==> src/rtl/pit_fib_port.sv <==
// PIT-side endpoint of the PIT<->FIB link.
// Sends interests to the FIB and buffers one FIB return for the PIT table.
module pit_fib_port #(
    parameter int DATA_BYTES = 4,
    parameter int CNT_W      = 8
) (
    input  logic                    clk,
    input  logic                    rst,
    input  logic                    req_valid,
    input  logic [63:0]             req_prefix,
    input  logic [5:0]              req_len,
    output logic                    req_ready,
    output logic [63:0]             pit_in_prefix,
    output logic [5:0]              pit_in_len,
    output logic                    fib_out_bit,
    output logic                    start_send_to_pit,
    output logic                    rejected,
    input  logic [63:0]             pit_out_prefix,
    input  logic [5:0]              pit_out_len,
    input  logic                    prefix_ready,
    input  logic [7:0]              out_data,
    output logic                    rsp_valid,
    input  logic                    rsp_ready,
    output logic [63:0]             rsp_prefix,
    output logic [5:0]              rsp_len,
    output logic [8*DATA_BYTES-1:0] rsp_data,
    output logic [CNT_W-1:0]        reject_count
);

    localparam int CW = (DATA_BYTES > 1) ? $clog2(DATA_BYTES) : 1;
    localparam logic [CW-1:0] LAST = CW'(DATA_BYTES - 1);

    typedef enum logic {T_IDLE, T_SEND} tx_state_t;
    typedef enum logic [1:0] {R_IDLE, R_DATA, R_HOLD} rx_state_t;

    tx_state_t t_state, t_next;
    rx_state_t r_state, r_next;

    logic [CW-1:0] cnt;
    logic          tx_go;
    logic          rx_cap;
    logic          rx_rej;
    logic [63:0]   req_mask;

    always_comb begin
        t_next   = t_state;
        tx_go    = 1'b0;
        req_mask = ~({64{1'b1}} << req_len);
        unique case (t_state)
            T_IDLE: begin
                // A zero-length request is consumed without a strobe.
                tx_go = req_valid && (req_len != 6'd0);
                if (tx_go) t_next = T_SEND;
            end
            T_SEND: t_next = T_IDLE;
            default: t_next = T_IDLE;
        endcase
    end

    always_comb begin
        r_next = r_state;
        rx_cap = prefix_ready && (r_state == R_IDLE) && (pit_out_len != 6'd0);
        rx_rej = prefix_ready && !rx_cap;
        unique case (r_state)
            R_IDLE: if (rx_cap) r_next = R_DATA;
            R_DATA: if (cnt == LAST) r_next = R_HOLD;
            R_HOLD: if (rsp_ready) r_next = R_IDLE;
            default: r_next = R_IDLE;
        endcase
    end

    always_ff @(posedge clk) begin
        if (rst) begin
            t_state       <= T_IDLE;
            req_ready     <= 1'b1;
            fib_out_bit   <= 1'b0;
            pit_in_prefix <= '0;
            pit_in_len    <= '0;
        end else begin
            t_state     <= t_next;
            req_ready   <= (t_next == T_IDLE);
            fib_out_bit <= tx_go;
            if (tx_go) begin
                pit_in_prefix <= req_prefix & req_mask;
                pit_in_len    <= req_len;
            end
        end
    end

    always_ff @(posedge clk) begin
        if (rst) begin
            r_state           <= R_IDLE;
            cnt               <= '0;
            start_send_to_pit <= 1'b1;
            rsp_valid         <= 1'b0;
            rejected          <= 1'b0;
            rsp_prefix        <= '0;
            rsp_len           <= '0;
            rsp_data          <= '0;
            reject_count      <= '0;
        end else begin
            r_state           <= r_next;
            start_send_to_pit <= (r_next == R_IDLE);
            rsp_valid         <= (r_next == R_HOLD);
            rejected          <= rx_rej;
            if (rx_rej && (reject_count != {CNT_W{1'b1}}))
                reject_count <= reject_count + 1'b1;
            if (rx_cap) begin
                rsp_prefix <= pit_out_prefix;
                rsp_len    <= pit_out_len;
                cnt        <= '0;
            end
            if (r_state == R_DATA) begin
                rsp_data[{cnt, 3'b000} +: 8] <= out_data;
                cnt <= (cnt == LAST) ? '0 : cnt + 1'b1;
            end
        end
    end

endmodule

==> config.mk <==
export PLATFORM = sky130hd
export DESIGN_NAME = pit_fib_port
export DESIGN_NICKNAME = d
export VERILOG_FILES = /design/src/rtl/pit_fib_port.sv
export SDC_FILE = /design/constraint.sdc
export NUM_CORES = 1
export LEC_CHECK = 0
export ABC_AREA = 1
export ABC_CLOCK_PERIOD_IN_PS = 3450
export CAP_MARGIN = 5
export CORE_MARGIN = 5
export CORE_UTILIZATION = 40
export DETAILED_ROUTE_END_ITERATION = 10
export PLACE_DENSITY = 0.83
export SKIP_LAST_GASP = 1
export SLEW_MARGIN = 25
export SYNTH_ARGS = -nofsm -noshare
export SYNTH_HDL_FRONTEND = slang
export SYNTH_SLANG_ARGS = --single-unit
==> constraint.sdc <==
create_clock -name clk -period 3.45 [get_ports clk]
set_input_delay 0.69 -clock clk [delete_from_list [all_inputs] [get_ports clk]]
set_output_delay 0.69 -clock clk [all_outputs]
set_load 0.05 [all_outputs]
# Yosys cells after proc, flatten, opt, wreduce, memory -nomap -nowiden

Cells that the tools add are included.

$add $sub $neg: 3
Equality and inequality tests: 5
Shift operators: 3
Mux-type cells: 11
Bitwise gates (word level): 4
Reduce and logical (&&, ||, !) cells: 11

Operator list:

| operator                                              | number |
|---|---|
| bitwise AND 64 bit                                    | 1 |
| NOT 64 bit                                            | 1 |
| << shifter 64 x 6 -> 64 bit (first input constant)    | 1 |
| bitwise mux 32 bit                                    | 1 |
| variable shift 8 x 7 -> 32 bit (first input constant) | 1 |
| variable part select 8 x 7 -> 32 bit                  | 1 |
| two-way mux 2 bit                                     | 6 |
| nonzero test 6 bit                                    | 2 |
| adder 8 x 1 -> 8 bit (second input constant)          | 1 |
| inequality test 8 bit (second input constant)         | 1 |
| negation 5 -> 7 bit                                   | 1 |
| == test 2 bit (second input constant)                 | 3 |
| one-hot mux 2 bit (3 select lines)                    | 1 |
| logical AND 1 bit                                     | 5 |
| zero test 2 bit                                       | 2 |
| adder 2 x 1 -> 2 bit (second input constant)          | 1 |
| == test 2 x 1 -> 1 bit (second input constant)        | 1 |
| two-way mux 1 bit                                     | 2 |
| NOT 1 bit                                             | 2 |
| one-hot mux 1 bit (2 select lines)                    | 1 |
| nonzero test 2 bit                                    | 1 |
| zero test 1 bit                                       | 1 |

Register bits: 190
Input bits: 153
Output and inout bits: 185
Word-level logic and storage cells: 51

# Longest topological paths before layout

Depth in word-level cells: 6
Depth in mapped cells: 10
Mapped depth without buffers: 8

# Least setup slack after synthesis

No wires, ideal clock.

Path kind: flip-flop to flip-flop
From: register cnt[0]
To: register rsp_data[0]
Library setup time: 0.070 ns
Arrival: 1.833 ns
Required time: 3.380 ns
Path slack: 1.547 ns
Stages on the path, launching flop included: 8
Buffers on the path: 1
Clock period less this slack: 1.903 ns
Path through: dfxtp_1 -> inv_1 -> clkbuf_1 -> ha_1 -> clkinv_1 -> nor3_1 -> nand3_1 -> a21oi_1

Word-level cells in the longest chain between the ends: 3
Elaborated cells on any way between the ends: 4
Those cells by class: add/sub (1); shift (2); mux (1)

Ends and longest elaborated chain:

| element                                                                                | line | text |
|---|---|---|
| start: declaration                                                                     | 39   | `logic [CW-1:0] cnt;` |
| start signal: assignment                                                               | 115  | `cnt <= (cnt == LAST) ? '0 : cnt + 1'b1;` |
| negation 5 -> 7 bit *                                                                  | 114  | `rsp_data[{cnt, 3'b000} +: 8] <= out_data;` |
| variable part select 8 x 7 -> 32 bit or variable shift 8 x 7 -> 32 bit (tied branches) | 114  |  |
| bitwise mux 32 bit *                                                                   | 114  |  |
| end signal: indexed assignment                                                         | 114  |  |
| end: declaration                                                                       | 26   | `output logic [8*DATA_BYTES-1:0] rsp_data,` |

Every way passes the cells marked *; elsewhere a longest branch is shown, timed or not.
A chain may end at the register's enable or synchronous reset.

# Worst setup path in the final report

From: input port req_len[5]
To: register pit_in_prefix[30]

Word-level cells in the longest chain between the ends: 3
Elaborated cells on any way between the ends: 6
Those cells by class: shift (1); mux (1); bitwise (2); reduce/logical (2)

Ends and longest elaborated chain:

| element                                                           | line   | text |
|---|---|---|
| start: declaration                                                | 11     | `input logic [5:0] req_len,` |
| << shifter 64 x 6 -> 64 bit or nonzero test 6 bit (tied branches) | 48, 52 |  |
| NOT 64 bit or logical AND 1 bit (tied branches)                   | 48, 52 |  |
| bitwise AND 64 bit or two-way mux 1 bit (tied branches)           | 84, 49 |  |
| end signal: assignment                                            | 84     | `pit_in_prefix <= req_prefix & req_mask;` |
| end: declaration                                                  | 13     | `output logic [63:0] pit_in_prefix,` |

Parallel ways exist; a longest one is shown, timed or not.

==> impl_metrics.csv <==
group,metric,value,unit
die,dieHeight,143,um
logic_synthesis,ys.flop_type,"dfxtp_1",
global_routing,grtUsageTotal,23.7,%
die,initial_core_util,41.0,%
clocking,cts.sinks,188,
layout,n_fill_cell,1466,
clocking,clk_latency,0.42,ns
die,pin_count,338,
timing,max_freq,0.409,GHz
global_routing,grt_max_degree,74,
logic_synthesis,syn_nets,1086,
clocking,numCtsBuffers,17,
die,row_count,48,
timing,hold_violations,0,
layout,register_area,3760,um^2
power_and_ir_drop,ir_drop,0.319,mV
timing,slew_headroom,45.5,%
logic_synthesis,ys_ff_latch,188,
power_and_ir_drop,p_per_area,482,nW/um^2
run_status,outcome,"finished, final reports clean",
route,drtIter0Drc,439,
logic_synthesis,synthArstFlopShare,0,%
logic_synthesis,synth_area_per_cell,7.69,um^2
route,routed_wl,25.4,mm
placement,place.gp.congestion,0.928,
logic_synthesis,synth_xor_area_share,0.369,%
logic_synthesis,synth_compound_area_share,15.9,%
logic_synthesis,synth_fa_ha_area_share,1.23,%
clocking,post_cts_resized,0,
clocking,cts_tree,"yes",
route,drc_errors,0,
timing,rsz0062_at_grt,"false",
power_and_ir_drop,total_power,5390,uW
layout,layout-drive-gt1-share,4.55,%
global_routing,grt_pass1_wl,38.6,mm
worst_setup_path,worstPathArrival,2.81,ns
power_and_ir_drop,switchingPower,1690,uW
power_and_ir_drop,power.leakage,0.00423,uW
placement,place_hpwl,19.0,mm
clocking,cts_setup_buffers,0,
power_and_ir_drop,p_seq_share,43.7,%
global_routing,grt_remaining_overflow,0,
route,dr_total_vias,7466,
logic_synthesis,synth_edf_count,0,
route,wire_per_inst,17.2,um
layout,n_antenna_cell,0,
die,die_x,143,um
placement,io_buffers,335,
layout,final_nets,1400,
route,firstDrtPassIters,5,
clocking,htreeDepth,4,
logic_synthesis,synth_top_family_by_area,"simple AND/OR/NAND/NOR gates",
clocking,clockBufferDepth,2,
logic_synthesis,synth.area.mux_share,0,%
logic_synthesis,synth_cell_types,32,
logic_synthesis,ys_seq_area_share,52.8,%
die,die_area,20600,um^2
timing,report.final.slew_viol_count,0,
timing,fin_skew,0.0117,ns
power_and_ir_drop,clock_power_share,33.9,%
worst_setup_path,cp_max_fo,11,
timing,fin_tns_setup,0,ns
worst_setup_path,crit_type,"in -> reg",
hold_path,worst_hold_path_type,"reg -> reg",
power_and_ir_drop,p_comb_share,22.5,%
logic_synthesis,synthCells,926,
logic_synthesis,synth_area,7120,um^2
logic_synthesis,yosysWarnings,0,
worst_setup_path,startpoint_type,"input port",
global_routing,antenna_found_initial,0,
logic_synthesis,synth_simple_gate_area_share,24.6,%
clocking,clk_pin_slew,0.07,ns
clocking,cts_root_buffer,"clkbuf_16",
die,core-area,17400,um^2
run,cap_violations,0,
timing,finalSetupViolCount,0,
power_and_ir_drop,p_sw_share,31.3,%
layout,multi_input_area,3010,um^2
layout,area_growth,56.8,%
power_and_ir_drop,intPower,3700,uW
route,avgViaCountPerCell,5.05,
timing,period_minus_slack,2.45,ns
worst_setup_path,required,3.81,ns
route,antenna_left,0,
clocking,postCtsHoldBufs,0,
global_routing,grt_pass1_vias,7173,
layout,finish.utilization,64.3,%
worst_setup_path,crit_path_end_kind,"flip-flop",
timing,fin_crit_sh,70.9,%
timing,worst_pin_slew,0.811,ns
==> cells by family after synthesis <==
group / count (synthesis)
and+or+nand+nor: 428
AOI/OAI and AO/OA: 217
DFF: 188
buffers and inverters: 82
adders and majority gates: 7
xor gates and xnor gates: 3
other: 1
==> metrics by stage <==
step                std cells  area [um^2]  setup WS (ns)  hold WS, ns
floorplan                 926         7120           1.55        0.505
global placement         1446        10600          0.636        0.426
detailed placement       1446        10600          0.634        0.433
CTS                      1478        11200           1.03        0.450
global route             1478        11200          0.867        0.478
finish                   1478        11200           1.00        0.448
==> layout by cell type, fill, tap and decap left out, types with 2 or more instances in the layout <==
cell,instances
clkdlybuf4s50_1,334
dfxtp_1,188
nand2_1,176
nor2_1,175
o21ai_0,133
a21oi_1,64
nand3_1,53
inv_1,25
clkbuf_16,17
or3_1,8
a22oi_1,8
buf_4,8
ha_1,7
inv_2,5
o21ai_1,5
clkinv_4,5
nand2_2,4
nand3b_1,3
xor2_1,3
o211ai_1,3
nor2_4,2
clkinv_1,2
a31oi_1,2
nor3_1,2
clkinvlp_4,2
clkbuf_8,2
inv_6,2
clkbuf_1,2
clkinv_2,2
buf_12,2
==> power groups by stage <==
stage	Clock (uW)	Combinational (uW)	Sequential, uW
2_1_floorplan	0	294	2800
3_3_place_gp	0	1200	2400
3_5_place_dp	0	1210	2400
4_1_cts	1860	1210	2350
5_1_grt	1960	1280	2370
6_report	1830	1210	2350
==> worst max-delay path, stage by stage <==
cell and delay (ns):
clkdlybuf4s50_1 0.72, inv_1 0.24, nand2_2 0.16, nand3_1 0.40
inv_2 0.32, nand3_1 0.17, nand2_1 0.10
==> synth_stat cells, types with 2 or more instances <==
master    instances  share of area (%)
a21oi_1          64                4.5
a22oi_1           8               0.84
a31oi_1           2               0.18
buf_2            13               0.91
buf_4             2               0.21
buf_6             3               0.47
clkbuf_1         32                1.7
dfxtp_1         188                 53
ha_1              7                1.2
inv_1            26                1.4
inv_2             5               0.26
nand2_1         177                9.3
nand2_2           3               0.26
nand3_1          53                3.7
nand3b_1          3               0.32
nor2_1          175                9.2
nor2_4            2               0.32
nor3_1            2               0.14
o211ai_1          3               0.32
o21ai_0         133                9.3
o21ai_1           5               0.35
or3_1             8               0.70
xor2_1            3               0.37
==> final timing paths <==
check             depth (start not counted)           endpoint  slack [ns]         startpoint
setup reg to reg                          6        rsp_data[2]        1.24             cnt[0]
hold reg to reg                           2  pit_in_prefix[31]        0.45  pit_in_prefix[31]
setup / recovery                          7  pit_in_prefix[30]        1.00         req_len[5]
hold / removal                            2  pit_in_prefix[31]        0.45  pit_in_prefix[31]
==> sequential cells by signal (all words and copies together) (netlist names) <==
name,count
cnt,2
fib_out_bit,1
pit_in_len,6
pit_in_prefix,63
r_state,2
reject_count,8
rejected,1
req_ready,1
rsp_data,32
rsp_len,6
rsp_prefix,64
rsp_valid,1
start_send_to_pit,1
==> layout make-up <==
type	instances	area share (%)
well taps	225	2.52
clock inverters	11	0.773
clock buffers	21	4.12
repair buffers	345	30.9
multi-input cells	656	26.9
flip-flops and latches	188	33.7
inverters	32	1.08
==> layer usage <==
metal | global-route usage, % | up-vias | share of wire [%]
met2 | 42.0 | 331 | 50
met3 | 9.52 | 34 | 12
met5 | 0 | - | 0
met4 | 7.63 | 0 | 2.3
met1 | 25.9 | 3431 | 37
li1 | - | 3670 | -
No activity file was read; power rests on OpenSTA's default activity.
